===== src/rtl/package_header_tx_pkg.sv =====
// Shared constants and types for the package header framer; the receive-side
// checker uses the same tag values and field widths.
package package_header_tx_pkg;

  localparam int EVTNO_W   = 14;
  localparam int SPILLNO_W = 9;

  localparam logic [1:0] HDR0_TAG = 2'b10;
  localparam logic [1:0] HDR1_TAG = 2'b01;

  typedef enum logic [1:0] {
    S_IDLE,
    S_HDR0,
    S_HDR1,
    S_PAYLOAD
  } state_t;

  function automatic logic [15:0] hdr0_word(input logic [EVTNO_W-1:0] evt);
    return {HDR0_TAG, evt};
  endfunction

  function automatic logic [15:0] hdr1_word(input logic [SPILLNO_W-1:0] spill);
    return {HDR1_TAG, 5'b0, spill};
  endfunction

endpackage


===== src/rtl/package_header_tx_trig_pend_cnt.sv =====
// Saturating pending-trigger counter; a trigger arriving while full is dropped
// and flagged for one cycle on o_ovf.
module trig_pend_cnt #(
  parameter int PEND_W = 4
) (
  input  logic              i_clk,
  input  logic              i_rst,
  input  logic              i_clr,
  input  logic              i_inc,
  input  logic              i_dec,
  output logic [PEND_W-1:0] o_pend,
  output logic              o_ovf
);

  localparam logic [PEND_W-1:0] FULL = '1;

  logic [PEND_W-1:0] r_pend;

  // A simultaneous dequeue frees a slot, so inc+dec at full is not an overflow.
  assign o_ovf  = i_inc && !i_dec && !i_clr && (r_pend == FULL);
  assign o_pend = r_pend;

  always_ff @(posedge i_clk or posedge i_rst) begin
    if (i_rst) begin
      r_pend <= '0;
    end else if (i_clr) begin
      r_pend <= i_inc ? PEND_W'(1) : '0;
    end else if (i_inc && !i_dec && (r_pend != FULL)) begin
      r_pend <= r_pend + 1'b1;
    end else if (i_dec && !i_inc && (r_pend != '0)) begin
      r_pend <= r_pend - 1'b1;
    end
  end

endmodule


===== src/rtl/package_header_tx.sv =====
// Transmit framer: one package (HDR0, HDR1, NPAYLOAD payload words) per
// accepted trigger, with event/spill numbering restarted at each spill.
module package_header_tx
  import package_header_tx_pkg::*;
#(
  parameter int NPAYLOAD = 16,
  parameter int PEND_W   = 4
) (
  input  logic        clk,
  input  logic        rst,
  input  logic        live_rising,
  input  logic [11:0] spillno,
  input  logic        trig,
  input  logic [15:0] pl_data,
  input  logic        pl_valid,
  output logic        pl_ready,
  output logic [15:0] tx_data,
  output logic        tx_valid,
  input  logic        tx_ready,
  output logic        tx_sop,
  output logic        tx_eop,
  output logic        trig_ovf,
  output logic        overlap_err
);

  localparam int                WCNT_W = (NPAYLOAD > 1) ? $clog2(NPAYLOAD) : 1;
  localparam logic [WCNT_W-1:0] LAST   = WCNT_W'(NPAYLOAD - 1);

  state_t               r_state;
  logic [EVTNO_W-1:0]   r_evtno;
  logic [SPILLNO_W-1:0] r_spill_lat;
  logic [EVTNO_W-1:0]   r_hdr_evt;
  logic [SPILLNO_W-1:0] r_hdr_spill;
  logic [WCNT_W-1:0]    r_wcnt;
  logic                 r_skip;
  logic                 r_trig_ovf;
  logic                 r_overlap_err;

  logic [PEND_W-1:0]    w_pend;
  logic                 w_ovf;
  logic                 w_hdr0_acc;
  logic                 w_xfer;
  logic                 w_last_xfer;
  logic                 w_unused;

  assign w_unused    = ^spillno[11:SPILLNO_W];
  assign w_hdr0_acc  = (r_state == S_HDR0) && tx_ready;
  assign w_xfer      = (r_state == S_PAYLOAD) && pl_valid && tx_ready;
  assign w_last_xfer = w_xfer && (r_wcnt == LAST);

  // A package started before live_rising (r_skip) must not consume a trigger
  // counted in the new spill.
  trig_pend_cnt #(.PEND_W(PEND_W)) u_pend (
    .i_clk  (clk),
    .i_rst  (rst),
    .i_clr  (live_rising),
    .i_inc  (trig),
    .i_dec  (w_hdr0_acc && !r_skip),
    .o_pend (w_pend),
    .o_ovf  (w_ovf)
  );

  always_comb begin
    tx_data  = '0;
    tx_valid = 1'b0;
    tx_sop   = 1'b0;
    tx_eop   = 1'b0;
    pl_ready = 1'b0;
    case (r_state)
      S_HDR0: begin
        tx_valid = 1'b1;
        tx_sop   = 1'b1;
        tx_data  = hdr0_word(r_hdr_evt);
      end
      S_HDR1: begin
        tx_valid = 1'b1;
        tx_data  = hdr1_word(r_hdr_spill);
      end
      S_PAYLOAD: begin
        tx_valid = pl_valid;
        tx_data  = pl_data;
        tx_eop   = (r_wcnt == LAST);
        pl_ready = tx_ready;
      end
      default: ;
    endcase
  end

  assign trig_ovf    = r_trig_ovf;
  assign overlap_err = r_overlap_err;

  always_ff @(posedge clk or posedge rst) begin
    if (rst) begin
      r_state       <= S_IDLE;
      r_evtno       <= EVTNO_W'(1);
      r_spill_lat   <= '0;
      r_hdr_evt     <= '0;
      r_hdr_spill   <= '0;
      r_wcnt        <= '0;
      r_skip        <= 1'b0;
      r_trig_ovf    <= 1'b0;
      r_overlap_err <= 1'b0;
    end else begin
      if (w_ovf) r_trig_ovf <= 1'b1;
      case (r_state)
        // Launch is held off during live_rising: pend is being cleared and the
        // next package must pick up the restarted numbering.
        S_IDLE: begin
          if ((w_pend != '0) && !live_rising) begin
            r_state     <= S_HDR0;
            r_hdr_evt   <= r_evtno;
            r_hdr_spill <= r_spill_lat;
          end
        end
        S_HDR0: if (tx_ready) r_state <= S_HDR1;
        S_HDR1: begin
          if (tx_ready) begin
            r_state <= S_PAYLOAD;
            r_wcnt  <= '0;
          end
        end
        S_PAYLOAD: begin
          if (w_xfer) begin
            r_wcnt <= r_wcnt + 1'b1;
            if (r_wcnt == LAST) begin
              r_state <= S_IDLE;
              r_skip  <= 1'b0;
              if (!r_skip) r_evtno <= r_evtno + 1'b1;
            end
          end
        end
        default: r_state <= S_IDLE;
      endcase
      // Spill restart overrides the end-of-package bookkeeping above.
      if (live_rising) begin
        r_evtno       <= EVTNO_W'(1);
        r_spill_lat   <= spillno[SPILLNO_W-1:0];
        r_trig_ovf    <= 1'b0;
        r_overlap_err <= (r_state != S_IDLE) || (w_pend != '0);
        r_skip        <= (r_state != S_IDLE) && !w_last_xfer;
      end
    end
  end

endmodule


===== config.mk =====
export PLATFORM = sky130hd
export DESIGN_NAME = package_header_tx
export DESIGN_NICKNAME = d
export VERILOG_FILES = /design/src/rtl/package_header_tx_pkg.sv /design/src/rtl/package_header_tx_trig_pend_cnt.sv /design/src/rtl/package_header_tx.sv
export SDC_FILE = /design/constraint.sdc
export NUM_CORES = 1
export LEC_CHECK = 0
export ABC_AREA = 1
export CAP_MARGIN = 20
export CORE_ASPECT_RATIO = 1.5
export CORE_MARGIN = 10
export CORE_UTILIZATION = 41
export CTS_BUF_LIST = sky130_fd_sc_hd__clkbuf_8 sky130_fd_sc_hd__clkbuf_16
export DETAILED_ROUTE_END_ITERATION = 12
export GPL_ROUTABILITY_DRIVEN = 0
export MAX_ROUTING_LAYER = met4
export PLACE_DENSITY_LB_ADDON = 0.15
export SLEW_MARGIN = 20
export SYNTH_ARGS = -nofsm -noshare
export SYNTH_HDL_FRONTEND = slang
export SYNTH_HIERARCHICAL = 1
export SYNTH_SLANG_ARGS = --single-unit

===== constraint.sdc =====
create_clock -name clk -period 6.2 [get_ports clk]
set_input_delay 0.93 -clock clk [delete_from_list [all_inputs] [get_ports clk]]
set_output_delay 0.93 -clock clk [all_outputs]
set_load 0.01 [all_outputs]

---- Word level (Yosys, flattened, before mapping) ----
Cells that the tools add are included.
word-level totals
  output and inout bits ................... 22
  register bits ........................... 59
operators by class
  $add $sub $neg .......................... 4
  eq/ne operators ......................... 12
  muxes and demuxes ....................... 29
  reduce and logical (&&, ||, !) cells .... 34
operator list
  operator                 count
  $mux W14                 5
  $pmux W16 S3             1
  $mux W4                  5
  $add A14 B1 Y14 const B  1
  $logic_and A1 B1 Y1      13
  $reduce_bool A2 Y1       6
  $mux W1                  10
  $mux W2                  5
  $ne A2 B2 Y1 const B     5
  $add A4 B1 Y4 const B    2
  $eq A4 B4 Y1 const B     2
  $pmux W2 S4              1
  $pmux W4 S2              1
  $reduce_and A3 Y1        2
  $logic_not A1 Y1         5
  $reduce_and A5 Y1        1
  $eq A2 B2 Y1 const B     2
  $ne A4 B4 Y1 const B     1
  $reduce_and A4 Y1        1
  $reduce_bool A4 Y1       1
  $sub A4 B1 Y4 const B    1
  $reduce_bool A3 Y1       1
  $eq A2 B1 Y1 const B     1
  $logic_not A2 Y1         1
  other kinds (5)          5

---- Depth between registers and ports, before layout ----
  depth in word-level cells ............... 9
  mapped depth ............................ 16

---- Cells and area by module ----
Netlist, hierarchy kept.
modules (own cells, without submodules)
  module             cells an instance  seq. area each (µm²)  area each (µm²)  instances
  package_header_tx  397                1377.6                2905.3           1
  trig_pend_cnt      57                 100.1                 387.9            1

---- Worst setup path before layout ----
Ideal clock, no wire load.
  kind .................................... register -> register
  start point ............................. reg r_state[1]
  end point ............................... reg u_pend.r_pend[3] (netlist: u_pend/o_pend[3])
  library setup time ...................... 0.118 ns
  data arrival time ....................... 2.411 ns
  stages on the path, launching flop included .. 16
  setup slack ............................. 3.672 ns
  data required time ...................... 6.082 ns
  cell sequence ........................... dfrtp_1 -> inv_1 -> ha_1 -> clkbuf_1 -> clkbuf_1 -> nand2_1 -> nor2_1 -> nor2_4 -> o21ai_4 -> ha_1 -> nand2_1 -> nand2_1 -> nor2_1 -> nand3_1 -> nand3_1 -> nand2_1
between the ends
  cells in the longest elaborated chain, start to end .. 8
  elaborated cells on any way between the ends .. 11
  those cells by class .................... eq/ne: 1; mux: 2; reduce/logical: 8
RTL lines
  element                           line                                   text
  start, declared                   package_header_tx.sv:29                state_t r_state;
  start signal, assigned            package_header_tx.sv:94                r_state <= S_IDLE;
  start signal, assigned            package_header_tx.sv:110               r_state <= S_HDR0;
  start signal, assigned            package_header_tx.sv:115               S_HDR0: if (tx_ready) r_state <= S_HDR1;
  $eq A2 B1 Y1 *                    package_header_tx.sv:47                assign w_hdr0_acc = (r_state == S_HDR0) && tx_ready;
  $logic_and A1 B1 Y1 *             package_header_tx.sv:47
  $logic_and A1 B1 Y1 *             package_header_tx.sv:58                .i_dec (w_hdr0_acc && !r_skip),
  $logic_not A1 Y1                  package_header_tx_trig_pend_cnt.sv:28  end else if (i_inc && !i_dec && (r_pend != FULL)) begin
  $logic_and A1 B1 Y1 (2 in a row)  package_header_tx_trig_pend_cnt.sv:28
  $mux W4                           package_header_tx_trig_pend_cnt.sv:28
  $mux W4                           package_header_tx_trig_pend_cnt.sv:26  end else if (i_clr) begin
  end signal, assigned              package_header_tx_trig_pend_cnt.sv:27  r_pend <= i_inc ? PEND_W'(1) : '0;
  end signal, assigned              package_header_tx_trig_pend_cnt.sv:29  r_pend <= r_pend + 1'b1;
  end signal, assigned              package_header_tx_trig_pend_cnt.sv:31  r_pend <= r_pend - 1'b1;
  end, declared                     package_header_tx_trig_pend_cnt.sv:17  logic [PEND_W-1:0] r_pend;
Every way passes the cells marked *; elsewhere a longest branch is shown, timed or not.
A chain may end at the register's enable or synchronous reset.

---- Final worst setup path ----
  start point ............................. reg r_state[1]
  end point ............................... out tx_valid
between the ends
  cells in the longest elaborated chain, start to end .. 3
  elaborated cells on any way between the ends .. 5
  those cells by class .................... eq/ne: 3; mux: 1; reduce/logical: 1
RTL lines
  element                                       line                     text
  $eq A2 B1 Y1 or $eq A2 B2 Y1 (tied branches)  package_header_tx.sv:69  case (r_state)
  $reduce_or A2 Y1 (no line)                    --
  $pmux W1 S2 *                                 package_header_tx.sv:69
  end, declared                                 package_header_tx.sv:18  output logic tx_valid,
Marks and branches as above.

==> summary.md <==
| Metric | Value |
|---|---|
| Status | complete, no violations |
| Power Internal | 953.4 uW |
| YS warnings | 6 |
| Final Non-Filler Cells | 615 |
| Vias | 2932 |
| CTS Buffer Depth | 2 |
| DP HPWL | 5819 um |
| Cts repair resizes | 0 |
| Vias per cell | 4.767 |
| Initial antenna violation count | 0 |
| Endpoints failing setup | 0 |
| Clock-pin slew on the worst setup and hold paths | 50 ps |
| Setup crit end kind | primary output |
| Die X | 93.18 um |
| PD cells | 355.5 nW/um^2 |
| Number of H-tree levels | 3 |
| I/O pin total | 56 |
| Post-CTS Hold Buffers | 0 |
| Placed Area | about 3900 um^2 |
| Setup TNS | 0 ps |
| Sequential power share | 34.1% |
| Sw frac | 35.73% |
| Placed cell count | 599 |
| Finished Core Util | between 50 and 60% |
| Most frequent cells in the layout | nand2_1 (161), inv_1 (59), dfrtp_1 (58), clkdlybuf4s50_1 (52), o21ai_0 (43) |
| Post-CTS Setup Bufs | 0 |
| # diodes | 0 |
| Logic gate share of total power | roughly 36% |
| Pin count of the biggest net entering global routing | 56 |
| Final ANT Viol Nets | 0 |
| Max transition margin | between 40% and 50% |
| Sequential-to-total area share from yosys stat | 44.87% |
| Hold Violations, Final | 0 |
| Commonest non-fill, non-tap cell in the layout | nand2_1 |
| Slew @ Worst Pin | 848.9 ps |
| Worst IR drop on VDD | 0.1792 mV |
| Vias in the first global route | ~2900 |
| Core area | 7908 um^2 |
| Synth Instances | 454 |
| Max-cap violations | 0 |
| CTS Sinks | 59 |
| Post-synthesis cell type count | 28 |
| CP startpoint kind | register |
| Worst-path cell chain | ha_1 > nand2_1 > a21oi_1 > clkdlybuf4s50_1 |
| Syn Std Cell Area | 3293 um^2 |
| Final min period | 3368 ps |
| Clk Latency, worst-skew pair | about 320 ps |
| Final net count | 549 |
| Leakage | ~0.0020 uW |
| TritonCTS buffer count | 9 |
| Clk_skew | 6.616 ps |
| GR Overflow Total | 0 |
| Drt drc | 0 |
| RSZ-0062 raised after global routing | no |
| P_sw | about 530 uW |
| Post-Syn Nets | 498 |
| CTS tree | done |
| Cell area after layout | ~4200 um^2 |
| FF+latch count, synth | 59 |
| DR WL/cell | ~13 um |
| Hold crit path type | reg -> reg |
| # port buffers | between 50 and 60 |
| Crit Path Class | reg -> out |
| Slowest cell delay on critical path | ~760 ps |
| Fin crit share | 54.32% |
| Req. time, crit path | 5270 ps |
| Layout cell share with drive strength beyond 1 | 6.667% |
| DR iter-0 viols | 105 |
| Worst endpoint data arrival time | 2440 ps |
| Syn Area/Cell | just over 7 um^2 |
| Placement Rows | 40 |
| CTS root buf | clkbuf_16 |
| Die area | between 10000 and 15000 um^2 |
| DR pass1 iterations | 4 |
| Area delta synth->final | 26.71% |
| Pins over their slew limit | 0 |
| Crit-path max FO | 24 |
| Starting Density | approximately two fifths |
| First-pass GRT wire length | approximately 14000 um |
| Max Fclk | 0.2969 GHz |
| Die Y | 129.8 um |
| Clock share of power | around 30% |
| DRT Wirelength | 7697 um |
| Total GRT Usage | 14.04% |
| Slowest CP cell | ha_1 |
[metal layers]
layer / vias to the layer above / part of all wire [%] / global-route usage, %
met4: 0 / 1.5 / 5.556
met5: - / 0 / -
met3: 8 / 4.6 / 3.623
met1: 1332 / 44 / 15.55
li1: 1527 / - / -
met2: 65 / 50 / 23.62
[cells by family after synthesis]
group                    share of synthesized area (%)
AND/OR/NAND/NOR                                  30.85
buffers and inverters                            9.232
AO/OA/AOI/OAI                                    10.18
flip-flops                                       44.87
adder cells (fa/ha/maj)                          4.027
XOR/XNOR                                        0.5320
multiplexers                                    0.3040
[registers in the layout (all words and copies together), names as in the netlist]
register       count
overlap_err        1
r_evtno           14
r_hdr_evt         14
r_hdr_spill        9
r_skip             1
r_spill_lat        9
r_state            2
r_wcnt             4
trig_ovf           1
u_pend/o_pend      4
[stage by stage]
stage	setup WS [ps]	power [uW]	hold slack [ps]
after floorplan	3672	835.5	452.9
after global placement	3006	1033	467.0
after detailed placement	3023	1043	473.7
after CTS	2807	1504	487.1
after global routing	2624	1600	511.4
final	2832	1483	486.7
[critical path, delay by kind of cell, from the launching register on]
family          cells  cell delay, ps
fa+ha+maj           1             760
buf+inv             1             560
simple gates        1             160
flops               1             460
compound gates      1             180
[power by group through the flow]
| stage | sequential, uW | combinational [uW] | clock (uW) |
|---|---|---|---|
| floorplan | 494 | 342 | 0 |
| global placement | 508 | 525 | 0 |
| detailed placement | 511 | 532 | 0 |
| CTS | 505 | 536 | 463 |
| global route | 514 | 605 | 481 |
| finish | 506 | 526 | 451 |
[path summary, 6_finish.rpt]
path                              start                to  slack [ps]  cells after the start
hold reg to reg            r_hdr_evt[3]      r_hdr_evt[3]         490                      2
hold / removal             r_hdr_evt[3]      r_hdr_evt[3]         490                      2
min in group asynchronous           rst  u_pend/o_pend[0]         830                      2
setup / recovery             r_state[1]          tx_valid        2830                      4
setup reg to reg             r_state[1]  u_pend/o_pend[3]        3480                     13
max in group asynchronous           rst     r_hdr_evt[13]        4590                      3
[cell type report]
class	count	area, um^2
fillers	822	3735
multi-input cells	318	1511
flip-flops and latches	59	1478
repair buffers	54	535.5
clock buffers	10	239.0
inverters	63	236.5
well taps	105	131.4
clock inverters	6	41.29
[cells in the mapped netlist, drive strengths merged]
library cell,instances,area (um^2)
dfrtp,58,1451
nand4,7,43.79
o21ai,49,267.8
a21oi,12,60.06
ha,9,112.6
nand2,163,616.8
nor4,1,6.260
xor2,2,17.52
nand3,35,190.2
fa,1,20.02
mux2i,1,10.01
clkinv,2,7.510
dfstp,1,26.28
buf,5,33.78
a22oi,1,7.510
nor2,35,146.4
inv,61,229.0
or2,2,12.51
clkbuf,9,33.78
(Power assumes the default switching activity.)
==> variant 1 (config.mk and constraints unchanged) <==
The 4 states of `state_t` get a one-hot encoding in 4 bits.
--- a/src/rtl/package_header_tx_pkg.sv
+++ b/src/rtl/package_header_tx_pkg.sv
@@ -10,7 +10,7 @@
 
-  typedef enum logic [1:0] {
-    S_IDLE,
-    S_HDR0,
-    S_HDR1,
-    S_PAYLOAD
+  typedef enum logic [3:0] {
+    S_IDLE    = 4'b0001,
+    S_HDR0    = 4'b0010,
+    S_HDR1    = 4'b0100,
+    S_PAYLOAD = 4'b1000
   } state_t;
Behaviour: same outputs for any inputs over 10 cycles, from zero or initial values and one cycle with rst high; not proved beyond that.
==> variant 1 against the unedited design <==
Worst setup slack improved by 0.034 ns; cell area increased by 1.9%; synthesized cell count down 4.8%; sequential cell count rose by 2; synthesized area rose by 2.2%; total power fell by 1.3%; routed wire length rose by 2.4%; count of clock-buffer cells in the layout stayed put.
==> variant 1: results (changes against the unedited design) <==
status=completed (unchanged); leakage power=0.002018 uW (was 0.002000 uW); Crit path arrival time=2.40 ns (was 2.44 ns); asr flop ratio synth=100.0% (unchanged); Post-synth top cells=nand2_1, dfrtp_1, inv_1 (was nand2_1, inv_1, dfrtp_1); FILL cells=810 (was 822); Synth cell types=37 (was 28); Worst VDD drop=0.0001760 V (was 0.0001792 V); syn_nets=471 (was 498); proportion of layout cells with a drive suffix above 1=9.631% (was 6.667%); largest net degree at the start of global routing=58 (was 56); Resized cells post-CTS=0 (unchanged); setup slack, reg-to-reg=3.60 ns (was 3.48 ns); reg2reg path depth=12 (was 13); via count=2925 (was 2932); worst reg2reg path startpoint=r_state[3] (was r_state[1]); clk_skew=0.003255 ns (was 0.006616 ns); Worst Tran Pin Value=0.9745 ns (was 0.8489 ns); Crit Path Max Fanout=17 (was 24); first-pass GRT wire length=13550 um (was 13530 um); final WL=7878 um (was 7697 um); total track usage=14.24% (was 14.04%); top cells by area, synth=dfrtp_1, nand2_1, inv_1 (unchanged); Starting DRT DRC Count=98 (was 105); sequential fraction of the synthesis area=45.44% (was 44.87%); hpwl dp=5805 um (was 5819 um); min-delay src=r_hdr_spill[8] (was r_hdr_evt[3]); Nets=523 (was 549); Hold Path Sink=r_hdr_spill[8] (was r_hdr_evt[3])
variant 1: cell types whose count changed after synthesis, moves of 4 or more:
cell      delta
a22o_1       +5
inv_1        -7
xor2_1       +4
o211ai_1     +5
o21ai_0     -19
nand2_1     -27
buf_6        +4
a21oi_1      -7
clkbuf_1     -5
o21ai_2      +6
ha_1         -5
o21ai_1      +9
variant 1: worst max-delay path by stage:
stage,start,endpoint
6_report,r_state[0],tx_data[12]
5_1_grt,r_state[0],tx_data[1]
4_1_cts,r_state[0],tx_data[12]
3_5_place_dp,live_rising,r_hdr_evt[5]
3_3_place_gp,live_rising,r_hdr_evt[1]
2_1_floorplan,tx_ready,u_pend/o_pend[3]
variant 1: final cells by class:
| type | count | area share [%] |
|---|---|---|
| multi-input combinational | 300 | 35.84 |
| clock inverter | 5 | 1.766 |
| sequential | 61 | 35.96 |
| clock buffer | 10 | 5.621 |
| inverter | 58 | 5.121 |
| timing repair buffer | 54 | 12.60 |
| tap | 105 | 3.090 |
variant 1: power groups by stage:
stage	clock network [uW]	registers (uW)	logic, uW
after floorplan	0	552	276
after global placement	0	565	374
after CTS	538	562	384
after global routing	557	574	434
final	526	562	376
after detailed placement	0	567	383
variant 1: routing by layer:
metal,global-route usage (%),up-vias,wire [um]
met5,-,-,0
met4,7.444,0,210
met3,3.598,14,458
met2,23.05,61,3851
met1,15.85,1366,3357
li1,-,1484,-
variant 1: cell families after synthesis:
logic type | count (synthesis) | share of synthesized area, %
and+or+nand+nor | 223 | 28.97
DFF | 61 | 45.44
muxes | 1 | 0.2975
xor gates and xnor gates | 8 | 2.083
AOI/OAI and AO/OA | 63 | 11.86
buffers and inverters | 71 | 9.260
adders and majority gates | 5 | 2.083
variant 1: metrics by stage:
stage	setup slack [ns]	hold WS, ns	cells	total power, uW	instance area [um2]
CTS	2.830	0.4902	593	1485	4252
global route	2.724	0.5148	593	1565	4252
floorplan	3.797	0.4534	432	827.9	3364
finish	2.866	0.4840	593	1464	4252
detailed placement	2.700	0.4775	578	949.4	3938
global placement	2.720	0.4692	578	939.6	3938
variant 1: worst max-delay path, stage by stage, from the launching register on:
cell and delay, ns:
dfstp_2 0.56, nor2_4 0.06, nand2_4 0.13, clkinv_1 0.47
a22o_1 0.37, clkdlybuf4s50_1 0.48
==> variant 2 (same settings) <==
Made on the original files. `PEND_W` is set to 4 in 2 places; all go to 3.
--- a/src/rtl/package_header_tx_trig_pend_cnt.sv
+++ b/src/rtl/package_header_tx_trig_pend_cnt.sv
@@ -3,3 +3,3 @@
 module trig_pend_cnt #(
-  parameter int PEND_W = 4
+  parameter int PEND_W = 3
 ) (
--- a/src/rtl/package_header_tx.sv
+++ b/src/rtl/package_header_tx.sv
@@ -6,3 +6,3 @@
   parameter int NPAYLOAD = 16,
-  parameter int PEND_W   = 4
+  parameter int PEND_W   = 3
 ) (
Check against the original RTL: not equivalent (Yosys sat finds a counterexample within 10 cycles, from zero or initial values and one cycle with rst high).
==> variant 2 against the unedited design <==
Cell area fell by 3.0%; hold slack lost 0.0055 ns; routed wire length grew 1.3%; sequential cell count fell by 1; total power decreased by 1.9%; worst setup slack gained 0.023 ns; count of clock-buffer cells in the layout rose by 1; clock skew about the same; utilization grew 0.73 points; synthesized area is 3.8% lower; register-to-register slack got worse by 0.10 ns.
==> variant 2: results (changes against the unedited design) <==
mux share of post-synthesis cell area=0.3158% (was 0.3040%); PortBufs=52 (unchanged); biggest regs=r_evtno (14), r_hdr_evt (14) (unchanged); Crit path arrival time=2.41 ns (was 2.44 ns); Clock Latency Late Sink=0.32 ns (about the same); Resized cells post-CTS=0 (unchanged); Synth Area in Compound Gates=9.988% (was 10.18%); final WL=7799 um (was 7697 um); Root Driver=clkbuf_16 (unchanged); Worst path max stage delay=0.72 ns (was 0.76 ns); htree depth=3 (unchanged); clk_skew=0.006514 ns (was 0.006616 ns); Worst Tran Pin Value=0.8112 ns (was 0.8489 ns); Finished Layout Cells=598 (was 615); FILL cells=758 (was 822); asr flop ratio synth=100.0% (unchanged); total negative slack=0 ns (unchanged); post-CTS setup buffer count=0 (unchanged); TritonCTS Buffers=9 (unchanged); Post-Synth XOR/XNOR Area=0% (was 0.5319%); WL met2=3931 um (was 3871 um); via count=2878 (was 2932); clk buf depth=2 (unchanged); proportion of layout cells with a drive suffix above 1=6.250% (was 6.667%); Worst VDD drop=0.0001776 V (was 0.0001792 V); Hold Crit Class=reg2reg (unchanged); n_diodes=0 (unchanged); clk slew on worst S/H paths=0.05 ns (about the same); syn_nets=482 (was 498); first-pass GRT wire length=13520 um (was 13530 um); Metal-1 WL=3460 um (was 3357 um); grt ovf=0 (unchanged); Nets=534 (was 549); Crit Path Max Fanout=24 (unchanged); Cells after DPL=583 (was 599); met3 WL=264 um (was 351 um); Max Used Layer=met4 (unchanged); Post-synth top cells=nand2_1, inv_1, dfrtp_1 (unchanged); CP max stage cell=ha_1 (unchanged); Synth Area per Inst=7.203 um2 (was 7.254 um2); total track usage=14.38% (was 14.04%); largest net degree at the start of global routing=56 (unchanged); hpwl dp=5798 um (was 5819 um); Synth cell types=26 (was 28); sequential fraction of the synthesis area=45.83% (was 44.87%); top cells by area, synth=dfrtp_1, nand2_1, o21ai_0 (was dfrtp_1, nand2_1, inv_1); First-pass DRT Iterations=4 (unchanged); Top FF cell, synth=dfrtp_1 (unchanged); Synth Area in Adders=3.395% (was 4.027%); status=completed (unchanged); Synth warnings=6 (unchanged); initial antenna violation count=0 (unchanged); leakage power=0.001941 uW (was 0.002000 uW); Starting DRT DRC Count=164 (was 105); vias in the first global route=2957 (was 2909); Slew Viols, Final=0 (unchanged)
[variant 2: cell types whose count changed in the layout (fill, tap and decap cells not counted), sizes merged]
cell,delta
dfrtp,-1
o21bai,+1
clkbuf,+1
a22oi,-1
clkinvlp,-2
nor3,+2
xor2,-2
ha,-2
nand3,-2
nand2,-1
inv,-1
nor2,-5
nor4,-1
[variant 2: final timing paths]
check                           slack, ns     startpoint               end  cells past startpoint
min in group asynchronous            0.82            rst  u_pend/o_pend[0]                      2
worst max-delay path                 2.86     r_state[1]          tx_valid                      4
worst max register to register       3.38     r_state[1]  u_pend/o_pend[2]                     12
worst min register to register       0.48  r_hdr_evt[10]     r_hdr_evt[10]                      2
worst min-delay path                 0.48  r_hdr_evt[10]     r_hdr_evt[10]                      2
max in group asynchronous            4.59            rst       r_evtno[11]                      3
[variant 2: final cells by class]
type,instances,area (um2),area share (%)
clock inverters,4,18.77,0.4638
flip-flops and latches,58,1453,35.90
repair buffers,54,535.5,13.23
inverters,62,232.7,5.751
multi-input cells,307,1426,35.25
clock buffers,11,252.7,6.246
well taps,102,127.6,3.154
[variant 2: metrics by stage]
step	worst slack, ns	area, um2
floorplan	3.869	3169
global placement	2.978	3775
detailed placement	2.997	3775
CTS	2.815	4046
global route	2.612	4046
finish	2.855	4046
[variant 2: kinds of logic (layout without fill, tap and decap cells)]
family          after synthesis  in the layout
buf+inv                      75            131
flops                        58             58
fa+ha+maj                     8              8
mux                           1              1
simple gates                236            236
compound gates               62             62
[variant 2: metal layers]
| metal | global-route usage (%) | vias to the layer above |
|---|---|---|
| met1 | 15.79 | 1340 |
| met5 | - | - |
| met3 | 3.810 | 8 |
| met4 | 5.556 | 0 |
| met2 | 24.34 | 50 |
| li1 | - | 1480 |
[variant 2: report_power, final]
part	switching [uW]	internal, uW
combinational	294	217
sequential	53.6	442
clock	163	286
[variant 2: worst max-delay path: cells and delay by family, from the launching register on]
family	cells	cell delay (ns)
adders and majority gates	1	0.72
buffers and inverters	1	0.56
DFF	1	0.44
and+or+nand+nor	1	0.20
AOI/OAI and AO/OA	1	0.18
